$ cat config.mk
export PLATFORM = sky130hd
export DESIGN_NAME = spi_master_cfg
export DESIGN_NICKNAME = d
export VERILOG_FILES = /design/src/rtl/spi_master_cfg.sv
export SDC_FILE = /design/constraint.sdc
export NUM_CORES = 1
export LEC_CHECK = 0
export BUFFER_PORTS_ARGS = -buffer_cell sky130_fd_sc_hd__buf_2
export CAP_MARGIN = 30
export CORE_ASPECT_RATIO = 1.75
export CORE_MARGIN = 4
export CORE_UTILIZATION = 30
export CTS_CLUSTER_DIAMETER = 120
export DETAILED_ROUTE_END_ITERATION = 12
export MAX_ROUTING_LAYER = met4
export PLACE_DENSITY_LB_ADDON = 0.08
export SYNTH_ARGS = -nofsm -noshare
export SYNTH_HDL_FRONTEND = slang
export SYNTH_SLANG_ARGS = --single-unit
export TNS_END_PERCENT = 30
$ cat constraint.sdc
create_clock -name clk_i -period 1.9 [get_ports clk_i]
set_clock_uncertainty 0.1 [all_clocks]
set_input_delay 0.095 -clock clk_i [delete_from_list [all_inputs] [get_ports clk_i]]
set_output_delay 0.095 -clock clk_i [all_outputs]
set_load 0.01 [all_outputs]
$ cat src/rtl/spi_master_cfg.sv
// Full-duplex SPI master with runtime CPOL/CPHA, one chip select per slave and a
// single divider counter that sets both the setup time and the SCLK half-period.
module spi_master_cfg #(
  parameter int DATA_W    = 16,
  parameter int CLK_DIV   = 4,
  parameter int NUM_CS    = 2,
  parameter int MSB_FIRST = 1,
  // one spare bit so that out-of-range slave indices can be expressed
  localparam int CS_W     = $clog2(NUM_CS) + 1
) (
  input  logic              clk_i,
  input  logic              rst_ni,
  input  logic              start,
  input  logic              cpol_i,
  input  logic              cpha_i,
  input  logic [CS_W-1:0]   cs_sel_i,
  input  logic [DATA_W-1:0] tx_data_i,
  output logic [DATA_W-1:0] rx_data_o,
  output logic              busy,
  output logic              done,
  output logic              spi_sclk,
  output logic              spi_sdo,
  input  logic              spi_sdi,
  output logic [NUM_CS-1:0] spi_cs
);

  localparam int CNT_W = $clog2(CLK_DIV + 1);
  localparam int EDG_W = $clog2(2 * DATA_W + 1);
  localparam logic [CNT_W-1:0] CNT_SETUP = CNT_W'(CLK_DIV);
  localparam logic [CNT_W-1:0] CNT_HALF  = CNT_W'(CLK_DIV - 1);
  localparam logic [EDG_W-1:0] EDG_LAST  = EDG_W'(2 * DATA_W);
  localparam logic [EDG_W-1:0] EDG_PEN   = EDG_W'(2 * DATA_W - 1);

  typedef enum logic [1:0] {IDLE, SETUP, SHIFT, HOLD} state_t;

  state_t            state, state_n;
  logic [CNT_W-1:0]  cnt, cnt_n;
  logic [EDG_W-1:0]  edg, edg_n;
  logic              cpol_q, cpol_n, cpha_q, cpha_n;
  logic [DATA_W-1:0] tx_sh, tx_n, rx_sh, rx_n, rxd_n;
  logic              busy_n, done_n, sclk_n, sdo_n, do_edge;
  logic [NUM_CS-1:0] cs_n;

  function automatic logic out_bit(input logic [DATA_W-1:0] v);
    return (MSB_FIRST != 0) ? v[DATA_W-1] : v[0];
  endfunction

  function automatic logic [DATA_W-1:0] shift_in(input logic [DATA_W-1:0] v, input logic b);
    return (MSB_FIRST != 0) ? {v[DATA_W-2:0], b} : {b, v[DATA_W-1:1]};
  endfunction

  always_comb begin
    state_n = state;
    cnt_n   = cnt;
    edg_n   = edg;
    cpol_n  = cpol_q;
    cpha_n  = cpha_q;
    tx_n    = tx_sh;
    rx_n    = rx_sh;
    rxd_n   = rx_data_o;
    busy_n  = busy;
    done_n  = 1'b0;
    sclk_n  = spi_sclk;
    sdo_n   = spi_sdo;
    cs_n    = spi_cs;
    do_edge = 1'b0;
    case (state)
      IDLE: begin
        sdo_n  = 1'b0;
        sclk_n = cpol_q;
        if (start) begin
          state_n = SETUP;
          cpol_n  = cpol_i;
          cpha_n  = cpha_i;
          tx_n    = tx_data_i;
          rx_n    = '0;
          cnt_n   = '0;
          edg_n   = '0;
          busy_n  = 1'b1;
          sclk_n  = cpol_i;
          sdo_n   = cpha_i ? 1'b0 : out_bit(tx_data_i);
          cs_n    = '1;
          for (int unsigned i = 0; i < NUM_CS; i++)
            if (cs_sel_i == CS_W'(i)) cs_n[i] = 1'b0;
        end
      end
      // SETUP runs one cycle longer than a half-period so edge 1 lands after the accept cycle
      SETUP: begin
        if (cnt == CNT_SETUP) begin
          do_edge = 1'b1;
          state_n = SHIFT;
        end else begin
          cnt_n = cnt + 1'b1;
        end
      end
      SHIFT: begin
        if (cnt == CNT_HALF) begin
          if (edg == EDG_LAST) begin
            state_n = HOLD;
            done_n  = 1'b1;
            cs_n    = '1;
            sdo_n   = 1'b0;
            rxd_n   = rx_sh;
            cnt_n   = '0;
          end else begin
            do_edge = 1'b1;
          end
        end else begin
          cnt_n = cnt + 1'b1;
        end
      end
      HOLD: begin
        state_n = IDLE;
        busy_n  = 1'b0;
      end
      default: state_n = IDLE;
    endcase

    if (do_edge) begin
      cnt_n  = '0;
      edg_n  = edg + 1'b1;
      sclk_n = ~spi_sclk;
      // edge number edg+1 is odd when edg[0]==0; the sampling edge parity follows CPHA
      if (edg[0] == cpha_q) begin
        rx_n = shift_in(rx_sh, spi_sdi);
      end else if (cpha_q) begin
        sdo_n = out_bit(tx_sh);
        tx_n  = shift_in(tx_sh, 1'b0);
      end else if (edg != EDG_PEN) begin
        tx_n  = shift_in(tx_sh, 1'b0);
        sdo_n = out_bit(tx_n);
      end
    end
  end

  always_ff @(posedge clk_i or negedge rst_ni) begin
    if (!rst_ni) begin
      state     <= IDLE;
      cnt       <= '0;
      edg       <= '0;
      cpol_q    <= 1'b0;
      cpha_q    <= 1'b0;
      tx_sh     <= '0;
      rx_sh     <= '0;
      rx_data_o <= '0;
      busy      <= 1'b0;
      done      <= 1'b0;
      spi_sclk  <= 1'b0;
      spi_sdo   <= 1'b0;
      spi_cs    <= '1;
    end else begin
      state     <= state_n;
      cnt       <= cnt_n;
      edg       <= edg_n;
      cpol_q    <= cpol_n;
      cpha_q    <= cpha_n;
      tx_sh     <= tx_n;
      rx_sh     <= rx_n;
      rx_data_o <= rxd_n;
      busy      <= busy_n;
      done      <= done_n;
      spi_sclk  <= sclk_n;
      spi_sdo   <= sdo_n;
      spi_cs    <= cs_n;
    end
  end

endmodule
==> metrics.cfg <==
[outcome]
outcome = finished, violations left
violations = setup timing

[sta]
rsz0062_at_grt = yes
period_share_pct = 108
fin_setup_tns_ns = -3.49
slew_headroom_pct = 61.0
period_minus_slack_ns = 2.06
hold_viol = 0
drv_slew = 0
setup_viol = 50
worst_pin_slew_ns = 0.585
fmax_mhz = 487
layout_setup_ws_ns = -0.155

[logic_synthesis]
synth.distinct_cells = 43
syn_inst = 284
synth-seq-cells = 67
syn_nets = 319
synthArstFlopShare_pct = 100
synth_flop_cell = dfrtp_1
syn_area_per_cell_sq_um = 11.9
synth_edf_count = 0
yosysWarnings = 0
synth-seq-area-share_pct = 49.6
synth.cell_area_sq_um = 3380

[drt]
first_iter_violations = 51
routedWlPerCell_um = 15.7
wl_um = 8320
via_count = 2484
vias_per_cell = 4.69
final_antenna_net_count = 0
drc = 0
dr.pass1.iters = 4

[worst_setup_path]
rr_endpoint = rx_data_o[0]
rr_worst_depth = 7
crit_path_start_kind = flop
cp.required_ns = 2.02
arrival_ns = 2.18
cp_max_fo = 5
worst_setup_path_end_kind = flop
crit_type = reg -> reg
rr_startpoint = edg[0]
rrSetupSlack_ns = -0.16

[clocking]
cts_tree = yes
cts_sinks = 67
clockRootBuffer = clkbuf_16
clock_path_buffers = 2
cts_buffers = 9
h-tree-depth = 3
clock_latency_ns = 0.33
cts.clk_slew.worst_paths_ns = 0.06

[floorplan]
core_sq_um = 11100
placementRows = 51
io_pins = 46
initial_utilization_pct = 30.5
die_y_um = 148
die_w_um = 88.3
dieArea_sq_um = 13100

[grt]
grt_max_degree = 29
grt_pass1_vias = 2579
grtUsageTotal_pct = 13.7
grt_first_pass_wirelength_um = 13200
grt_remaining_overflow = 0
antenna_found_initial = 0

[finish]
layout-drive-gt1-share_pct = 49.2
final_nets = 428
final_common_cell = dfrtp_1
final_cell_mix = 64 x dfrtp_1, 45 x buf_2, 40 x buf_4, 30 x nand2_1, 28 x inv_1
syn_to_final_growth_pct = 42.1
antenna_cells = 0

[job]
drv_cap = 0

[min_path]
holdPathStages = 3
min_from = tx_data_i[5]
min_path_type = in -> reg
worstHoldEndpoint = tx_sh[5]

[placement]
io_buffer_count = 45
dp_hpwl_um = 5720
place_ws_ns = -0.251
gp_congestion = 0.794

[power_and_ir_drop]
peakVddDrop_uv = 452
p_per_area_nw_per_um2 = 642
p_leak_uw = 0.00241

==> final cells by class <==
cell class	count	area [sq um]
Inverter	31	116
Tap cell	132	165
Fill cell	1079	6300
Multi-Input combinational cell	176	1710
Clock inverter	6	41.3
Timing Repair Buffer	108	851
Sequential cell	67	1680
Clock buffer	10	239
==> state kept, by name (all words and copies together), names as in the netlist <==
register,flops
edg,6
done,1
cnt,3
tx_sh,16
spi_sdo,1
cpha_q,1
rx_data_o,16
spi_sclk,1
rx_sh,16
spi_cs,2
cpol_q,1
state,2
busy,1
==> critical path: stages (launching register included) <==
cell and delay, ns:
dfrtp_2 0.40, inv_2 0.08, ha_4 0.12, or3b_4 0.40
nor3b_4 0.24, buf_6 0.15, buf_8 0.13, mux2_4 0.30
==> layer usage <==
metal / wire, um / GRT usage (%)
met1: 3340 / 15.2
met2: 4550 / 23.4
met3: 252 / 3.16
met4: 176 / 5.37
met5: 0 / -
==> power breakdown <==
part / internal [uW] / switching, uW
Sequential: 1430 / 4.64
Clock: 915 / 646
Combinational: 40.0 / 46.3
Total: 2390 / 697
==> cells in the mapped netlist, drive strengths merged (2+ instances only) <==
library cell	number	area share, %
nor2	6	0.67
dfstp	2	1.6
inv	31	3.4
nand2	32	3.6
a21oi	5	0.74
o211ai	2	0.44
mux2i	25	7.4
dfrtp	65	48
clkbuf	4	0.44
mux2	49	17
xor2	3	1.0
o32a	2	0.59
o21ai	10	2.0
buf	6	1.6
nor3b	2	0.74
nand2b	3	0.55
o22ai	3	0.55
xnor2	2	0.52
nand3	5	0.74
ha	11	4.1
==> worst max-delay path by stage <==
stage	end	slack, ns	depth (start not counted)	from
after floorplan	rx_data_o[10]	-0.13	7	edg[0]
after global placement	tx_sh[5]	-0.24	6	cnt[0]
after detailed placement	tx_sh[4]	-0.25	6	cnt[0]
after CTS	rx_data_o[2]	-0.14	7	edg[0]
after global routing	rx_data_o[0]	-0.21	7	edg[0]
final	rx_data_o[0]	-0.16	7	edg[0]
==> repair_timing <==
action	CTS	global route
resized for setup	17	29
hold buffers	8	0
buffers inserted	9	5
gates cloned	2	1
endpoints found under the setup margin	55	62
pin swaps	7	7
endpoints found under the hold margin	25	0
==> stage by stage <==
| step | hold WS (ns) | util (%) | power (uW) | cells | instance area [sq um] |
|---|---|---|---|---|---|
| after floorplan | -0.301 | - | 1470 | 284 | 3450 |
| after CTS | 0.00435 | 42.4 | 3140 | 527 | 4710 |
| after global routing | 0.0143 | 43.3 | 3210 | 530 | 4810 |
| after global placement | 0.0251 | 37.3 | 1540 | 492 | 4140 |
| after detailed placement | 0.0299 | 37.3 | 1540 | 492 | 4140 |
| final | 0.0162 | 43.3 | 3090 | 530 | 4810 |
==> cell families after synthesis <==
| group | after synthesis | share of synthesized area [%] |
|---|---|---|
| flops | 67 | 49.6 |
| buf+inv | 41 | 5.44 |
| xor+xnor | 5 | 1.52 |
| compound gates | 32 | 7.21 |
| mux | 74 | 24.6 |
| fa+ha+maj | 11 | 4.07 |
| simple gates | 54 | 7.51 |
No activity file was read; power rests on OpenSTA's default activity.
